==> src/rtl/imem_arbiter.sv <==
// Instruction-memory port arbiter: boot-time loader ownership, then IF-priority
// sharing with single-cycle loader steals separated by a minimum fetch window.
module imem_arbiter #(
  parameter int unsigned DEPTH     = 64,
  parameter int unsigned MIN_FETCH = 2
) (
  input  logic                   clk,
  input  logic                   rst_n,
  input  logic [31:0]            if_addr,
  output logic [31:0]            if_rdata,
  output logic                   if_stall,
  output logic                   cpu_hold,
  input  logic                   ld_valid,
  input  logic                   ld_we,
  input  logic [31:0]            ld_addr,
  input  logic [31:0]            ld_wdata,
  input  logic                   ld_done,
  output logic                   ld_ready,
  output logic [31:0]            ld_rdata,
  output logic                   ld_rvalid,
  output logic                   ld_err,
  output logic [31:0]            mem_addr,
  output logic                   mem_we,
  output logic [31:0]            mem_wdata,
  input  logic [31:0]            mem_rdata,
  output logic [$clog2(DEPTH):0] wr_count
);

  localparam logic [31:0]     NOP        = 32'h0000_0013;
  localparam int unsigned     GW         = $clog2(MIN_FETCH + 2);
  localparam logic [GW-1:0]   GUARD_LOAD = GW'(MIN_FETCH);
  localparam int unsigned     CW         = $clog2(DEPTH) + 1;
  localparam logic [CW-1:0]   WR_MAX     = CW'(DEPTH);

  typedef enum logic [1:0] {
    BOOT,
    RUN,
    STEAL
  } state_t;

  state_t        state;
  state_t        state_nxt;
  logic [GW-1:0] guard;
  logic [GW-1:0] guard_dec;
  logic          ld_own;
  logic          ld_acc;
  logic          ld_ok;

  // Address check: word aligned and inside the memory.
  always_comb begin
    ld_ok = (ld_addr[1:0] == 2'b00) && (ld_addr[31:2] < 30'(DEPTH));
  end

  // Guard value after this cycle's fetch; a steal is allowed once it reaches
  // zero, so exactly MIN_FETCH RUN cycles separate two STEAL cycles.
  always_comb begin
    guard_dec = (guard == '0) ? '0 : guard - 1'b1;
  end

  // State register and fetch guard counter.
  always_ff @(posedge clk or negedge rst_n) begin
    if (!rst_n) begin
      state <= BOOT;
      guard <= '0;
    end else begin
      state <= state_nxt;
      case (state)
        STEAL:   guard <= GUARD_LOAD;
        RUN:     guard <= guard_dec;
        default: guard <= guard;
      endcase
    end
  end

  // Next-state selection.
  always_comb begin
    state_nxt = state;
    case (state)
      BOOT:    if (ld_done) state_nxt = RUN;
      RUN:     if (ld_valid && (guard_dec == '0)) state_nxt = STEAL;
      STEAL:   state_nxt = RUN;
      default: state_nxt = BOOT;
    endcase
  end

  // Port ownership, handshake and memory drive.
  always_comb begin
    ld_own    = (state != RUN);
    cpu_hold  = (state == BOOT);
    if_stall  = ld_own;
    case (state)
      BOOT:    ld_ready = ld_valid;
      STEAL:   ld_ready = 1'b1;
      default: ld_ready = 1'b0;
    endcase
    ld_acc    = ld_ready & ld_valid;
    mem_addr  = ld_own ? ld_addr : if_addr;
    mem_we    = ld_acc & ld_ok & ld_we;
    mem_wdata = ld_own ? ld_wdata : '0;
    if_rdata  = ld_own ? NOP : mem_rdata;
  end

  // Registered loader response and saturating write counter.
  always_ff @(posedge clk or negedge rst_n) begin
    if (!rst_n) begin
      ld_rvalid <= 1'b0;
      ld_err    <= 1'b0;
      ld_rdata  <= '0;
      wr_count  <= '0;
    end else begin
      ld_rvalid <= ld_acc & ld_ok & ~ld_we;
      ld_err    <= ld_acc & ~ld_ok;
      if (ld_acc && ld_ok && !ld_we) begin
        ld_rdata <= mem_rdata;
      end
      if (ld_acc && ld_ok && ld_we && (wr_count != WR_MAX)) begin
        wr_count <= wr_count + 1'b1;
      end
    end
  end

endmodule
==> config.mk <==
export PLATFORM = sky130hd
export DESIGN_NAME = imem_arbiter
export DESIGN_NICKNAME = d
export VERILOG_FILES = /design/src/rtl/imem_arbiter.sv
export SDC_FILE = /design/constraint.sdc
export NUM_CORES = 1
export LEC_CHECK = 0
export CAP_MARGIN = 20
export CELL_PAD_IN_SITES_DETAIL_PLACEMENT = 0
export CELL_PAD_IN_SITES_GLOBAL_PLACEMENT = 1
export CORE_MARGIN = 2
export CORE_UTILIZATION = 20
export CTS_CLUSTER_DIAMETER = 120
export DETAILED_ROUTE_END_ITERATION = 10
export GPL_TIMING_DRIVEN = 0
export PLACE_DENSITY = 0.89
export SYNTH_ARGS = -nofsm -noshare
export SYNTH_HDL_FRONTEND = slang
export SYNTH_SLANG_ARGS = --single-unit
==> constraint.sdc <==
create_clock -name clk -period 2.45 [get_ports clk]
set_input_delay 0.245 -clock clk [delete_from_list [all_inputs] [get_ports clk]]
set_output_delay 0.245 -clock clk [all_outputs]
set_load 0.005 [all_outputs]
==> results.md, run 1 <==
* Status: completed
* Clock Latency Late Sink at 280 ps
* Fillers at approximately 1300
* # nets final at 670
* Crit path max-delay family: buffers and inverters
* Yosys warns at 0
* Hold Vio Cnt, Final at 0
* Row count at 42
* Critical Path Fanout Max at 10
* Finish-stage setup viols at 0
* Reg2reg end: ld_rdata[30]
* DR DRC count at 0
* RSZ-0062 raised after global routing: true
* Htree depth at 2
* Crit. End Element: primary output
* Boundary Pins at around 270
* Max_cap viols at 0
* Max Clk Rate at about 420 MHz
* Final WL at approximately 11 mm
* Synth Area per Inst at between 10 and 15 sq um
* Min Tclk post-route at between 2000 and 2500 ps
* Core area at roughly 13000 sq um
* R2r setup slk at about 250 ps
* Slowest cell on crit path: clkdlybuf4s50_1
* Syn Std Cell Area at around 2700 sq um
* Worst path cell trace: inv_1 -> ha_4 -> buf_4 -> mux2_2 -> clkdlybuf4s50_1
* Final Power at 3980 uW
* Register area share after synthesis at approximately two fifths
* #FFs+latches synth at between 40 and 50
* Root Driver: clkbuf_16
* Synth top area cells: dfrtp_1 (41%), mux2_1 (14%), mux2_2 (13%), nor2b_1 (7.5%), and2_1 (6.8%)
* Dpl hpwl at ~9.4 mm
* Worst slew pin tran at 542 ps
* Share of cells above drive strength 1 at approximately an eighth
* Setup Skew at roughly 11 ps
* Kind of critical path: reg -> out
* Synth async-reset ratio at between 90% and 100%
* Vias in the first global route at roughly 3200
* Worst R2R Start: state[1]
* Largest net degree at the start of global routing at 25
* Startpoint Class: register
* DRT iter0 DRCs at 49
* DR vias at 3003
* VDD IR max at around 0.4 mV
* First-pass GRT wire length at roughly 17 mm
* Hold Path Class: in -> reg
* Gate Count Post-Synth at between 200 and 250
* Critical path depth at 5
* Area delta synth->final at 117%
* Synth Flop Type: dfrtp_1
* CP Buf/Inv Count at 3
* End of the worst hold path: ld_rvalid
* CP required at approximately 2200 ps
* Origin of the worst setup path: state[1]
* Clk sinks at 45
* CTS buffer count at 5
* CTS Buffer Depth at 2
* Distinct cells, synth at 33
* # port buffers at between 200 and 300
* Leakage at approximately 0.0025 uW
* Utilization after layout at between 40% and 50%
* Yosys top cell area share at between 40% and 50%
* Syn nets at about 390
* Final Max Slew Viols at 0
* EDFF count, synth at 0
* Routability Congestion at approximately 0.8
* Count leader, synth: dfrtp_1
* Antenna-violating nets left at 0
* Vias/cell at between 4 and 5
* CP arrival at approximately 2100 ps
* DR WL/cell at approximately 16 um
* Top cells by count, synth: dfrtp_1 (45), mux2_1 (33), nor2b_1 (33)
* Clk slew on worst S/H paths at about 70 ps
* R2R depth at 8
* HP Start: ld_we
* Crit share post-route at a little over nine tenths
* Initial core utilization at between 20 and 25%
* Area leader, netlist: dfrtp_1
* Global route overflow at 0
* Max_slew headroom at approximately 64%
* Initial antenna violation count at 0
* Critical Path Max Stage Delay at between 400 and 500 ps
* Die area at roughly 15000 sq um
* CTS tree: done
* Power per Cell Area at around 670 nW/um^2
* Hold Path Stages at 2
* Total iterations of the first detailed-routing run at 2
* Antenna diode count at 0
* GRT Util Overall at 14.7%
* Width of the die at about 120 um
* Die Y at ~120 um
[repair_timing]
| item | CTS | global route |
|---|---|---|
| gates resized for setup | 16 | 6 |
| buffers inserted | 3 | 3 |
| pin swaps | 3 | 7 |
| endpoints found under the hold margin | 21 | 0 |
| hold buffers | 1 | 0 |
| setup endpoints to repair | 127 | 63 |
[power by group]
part	switching, uW	internal [uW]
Sequential	29.1	781
Combinational	926	1570
Clock	273	405
Total	1230	2760
[per-layer routing]
| metal | routed length (um) | track usage, % | up-vias |
|---|---|---|---|
| met5 | 0 | 0 | - |
| met4 | 125 | 3.59 | 0 |
| met3 | 1120 | 4.70 | 11 |
| met2 | 5840 | 28.1 | 170 |
| met1 | 4000 | 15.6 | 1399 |
| li1 | - | - | 1423 |
[cell usage in the layout, fill, tap and decap left out, types with 2 or more instances in the layout]
| cell | n |
|---|---|
| inv_1 | 8 |
| and3_1 | 4 |
| clkbuf_4 | 2 |
| clkdlybuf4s50_1 | 269 |
| nor2_1 | 3 |
| nand2b_1 | 3 |
| nand3_1 | 2 |
| o21ai_0 | 3 |
| buf_6 | 5 |
| buf_2 | 2 |
| ha_1 | 4 |
| clkbuf_1 | 2 |
| clkbuf_16 | 5 |
| mux2_2 | 32 |
| nor4_1 | 2 |
| nor4_2 | 3 |
| and2_1 | 30 |
| nor2b_1 | 33 |
| mux2_1 | 33 |
| nand4_1 | 6 |
| xnor2_1 | 6 |
| buf_4 | 7 |
| dfrtp_1 | 45 |
[stage by stage]
step	instance area [sq um]	hold WS, ps	setup TNS (ps)	worst slack (ps)	instances
6_report	5970	402	0	87.9	709
2_1_floorplan	2750	-50.6	0	498	248
5_1_grt	5970	430	-108	-25.1	709
3_3_place_gp	5690	466	-32800	-594	696
3_5_place_dp	5710	255	-31820	-677	697
4_1_cts	5930	398	0	0.684	707
[how the worst max path moves through the flow]
| stage | slack, ps | end |
|---|---|---|
| after floorplan | 500 | ld_rdata[0] |
| after global placement | -590 | if_rdata[21] |
| after detailed placement | -680 | if_rdata[24] |
| after CTS | 0.7 | mem_we |
| after global routing | -30 | mem_addr[8] |
| final | 90 | mem_addr[8] |
[layout make-up]
type | instances | area (sq um) | share of cell area (%)
sequential | 45 | 1130 | 18.8
inverter | 8 | 30.0 | 0.503
tap | 176 | 220 | 3.69
multi-input combinational | 179 | 1550 | 26.0
clock inverter | 2 | 13.8 | 0.230
timing repair buffer | 280 | 2800 | 46.8
clock buffer | 6 | 139 | 2.32
buffer | 13 | 96.3 | 1.61
[flip-flops by register name, summed over array words and instances, names as in the netlist]
name,count
state,2
ld_rvalid,1
guard,2
ld_rdata,32
ld_err,1
wr_count,7
[cell families after synthesis]
kind of cell    share of synthesized area, %
compound gates                          2.14
xor+xnor                                1.91
fa+ha+maj                               2.28
buf+inv                                 4.23
flops                                   41.0
mux                                     26.6
simple gates                            21.8
No activity file was read; power rests on OpenSTA's default activity.
==> run 2, diff against run 1 <==
--- a/config.mk
+++ b/config.mk
@@ -14,6 +14,7 @@
 export DETAILED_ROUTE_END_ITERATION = 10
 export GPL_TIMING_DRIVEN = 0
 export PLACE_DENSITY = 0.89
+export RECOVER_POWER = 25
 export SYNTH_ARGS = -nofsm -noshare
 export SYNTH_HDL_FRONTEND = slang
 export SYNTH_SLANG_ARGS = --single-unit
==> run 2 against run 1 <==
  * Die area did not move
  * Clock-buffer cell count unchanged
  * Clock power hardly changed
  * Critical endpoint unchanged
==> results.md, run 2 (synthesized netlist as in run 1, its figures left out) <==
* Status: completed
* Row count at 42 (unchanged)
* Die area at 14700 sq um (unchanged)
* Finish-stage setup viols at 0 (unchanged)
* Dpl hpwl at 9.43 mm (unchanged)
* CTS tree: done
* Int Pwr at 2750 uW (-0.10%)
* Top layer in use: met4
* DR WL/cell at 15.6 um (unchanged)
* Seq pwr share at 20.4% (about the same)
* Global route overflow at 0 (unchanged)
* Max_slew headroom at 18.6% (-45 points)
* Width of the die at 121 um (unchanged)
* R2R depth at 8 (unchanged)
* CP Buf/Inv Count at 3 (unchanged)
* # nets final at 670 (unchanged)
* Clk sinks at 45 (unchanged)
* Biggest regs: ld_rdata x32, wr_count x7
* # port buffers at 272 (unchanged)
* CTS Buffer Depth at 2 (unchanged)
* Setup Skew at 10.9 ps (unchanged)
* Boundary Pins at 274 (unchanged)
* Startpoint Class: register
* Metal3 WL at 1.12 mm (unchanged)
* CP required at 2200 ps (about the same)
* Clk slew on worst S/H paths at 70 ps (about the same)
* RSZ-0062 raised after global routing: true
* Routability Congestion at 0.778 (unchanged)
* Clock Latency Late Sink at 280 ps (about the same)
* Final Max Slew Viols at 0 (unchanged)
* Combinational share of power at 62.6% (about the same)
* Clock power frac at 17.0% (about the same)
* Antenna diode count at 0 (unchanged)
* DR vias at 3002 (-0.033%)
* Worst slew pin tran at 1220 ps (+680 ps)
* Kind of critical path: reg -> out
* Critical Path Max Stage Delay at 490 ps (about the same)
* Vias/cell at 4.23 (about the same)
* CP arrival at 2120 ps (about the same)
* Die Y at 121 um (unchanged)
* First-pass GRT wire length at 16.9 mm (unchanged)
* Slowest cell on crit path: clkdlybuf4s50_1
* Hold Slack at 402 ps (unchanged)
* Largest net degree at the start of global routing at 25 (unchanged)
* Vias in the first global route at 3187 (unchanged)
* Max FFs per register at 32 (unchanged)
* GRT Util Overall at 14.7% (unchanged)
* Max Clk Rate at 423 MHz (unchanged)
* Worst path cell trace: inv_1 -> ha_4 -> buf_4 -> mux2_2 -> clkdlybuf4s50_1
* Area delta synth->final at 117%
* Min Tclk post-route at 2360 ps (unchanged)
* Hold Path Class: in -> reg
* Root Driver: clkbuf_16
* Commonest cells after routing, fill and taps aside: clkdlybuf4s50_1 (268), dfrtp_1 (45), nor2b_1 (33), mux2_1 (33), mux2_2 (32)
* VDD IR max at 0.400 mV (unchanged)
* Most common cell after layout, fill and taps aside: clkdlybuf4s50_1
* Top reg by flops: ld_rdata
* Crit. End Element: primary output
* NetSw at 1230 uW (about the same)
* DRT iter0 DRCs at 50 (+2.0%)
* Crit path max-delay family: buffers and inverters
* Power per Cell Area at 668 nW/um^2 (+0.19%)
* Total iterations of the first detailed-routing run at 2 (unchanged)
* Initial antenna violation count at 0 (unchanged)
* Crit share post-route at 96.4% (unchanged)
* Share of cells above drive strength 1 at 12.2% (-0.19 points)
* Final Power at 3980 uW (about the same)
* DR DRC count at 0 (unchanged)
* Hold Path Stages at 2 (unchanged)
* Met2 WL at 5.84 mm (unchanged)
* Critical path depth at 5 (unchanged)
* Hold Vio Cnt, Final at 0 (unchanged)
* Critical Path Fanout Max at 10 (unchanged)
* Final WL at 11.1 mm (unchanged)
* Antenna-violating nets left at 0 (unchanged)
* Core area at 13300 sq um (unchanged)
* CTS buffer count at 5 (unchanged)
* Max_cap viols at 0 (unchanged)
* M1 WL at 4.00 mm (about the same)
* Initial core utilization at 20.6% (unchanged)
* Htree depth at 2 (unchanged)
* Sw Ratio at 30.8% (about the same)
* Leakage at 0.00254 uW (-0.17%)
==> run 2: area by class of cell <==
| class | instances | area (sq um) |
|---|---|---|
| multi-input cells | 179 | 1550 |
| clock buffers | 6 | 139 |
| clock inverters | 2 | 13.8 |
| fillers | 1253 | 7390 |
| plain buffers | 13 | 96.3 |
| well taps | 176 | 220 |
| flip-flops and latches | 45 | 1130 |
| inverters | 8 | 30.0 |
| repair buffers | 280 | 2780 |
==> run 2: worst register-to-register path, stage by stage, from the launching register on <==
cell,delay [ps]
dfrtp_1,400
inv_1,130
ha_1,280
o21ai_1,180
nor4_4,260
and2b_1,170
buf_4,150
buf_6,170
mux2_1,340
==> run 2: worst paths after layout <==
kind	start	slack (ps)	end
worst min register to register	ld_rdata[1]	480	ld_rdata[1]
worst max register to register	state[1]	250	ld_rdata[30]
min in group asynchronous	rst_n	750	ld_rdata[7]
worst min-delay path	ld_we	400	ld_rvalid
max in group asynchronous	rst_n	470	ld_rdata[6]
worst max-delay path	state[1]	90	mem_addr[8]
==> run 2: power groups by stage <==
stage,Combinational (uW),Clock (uW),Sequential [uW]
CTS,2540,706,810
global placement,2440,0,816
finish,2490,679,810
floorplan,929,0,813
detailed placement,2470,0,819
global route,2710,731,815
==> run 2: what timing repair did <==
item,CTS,global route
hold buffers,1,0
setup buffers,3,3
setup endpoints to repair,127,63
endpoints found under the hold margin,21,0
gates resized for setup,16,6
pin swaps,3,7
==> run 2: metal layers <==
metal  vias up  global-route usage, %
met5         -                      0
met4         0                   3.59
met3        11                   4.70
met2       170                   28.1
met1      1399                   15.6
li1       1422                      -
==> run 2: stage by stage <==
step           instance area (sq um)  setup TNS, ps  setup WS [ps]  utilization (%)  instances
3_3_place_gp                    5690         -32800           -594             42.6        696
5_1_grt                         5960           -108          -25.1             44.6        709
3_5_place_dp                    5710         -31820           -677             42.8        697
4_1_cts                         5930              0          0.684             44.5        707
6_report                        5960              0           87.9             44.6        709
2_1_floorplan                   2750              0            498                -        248
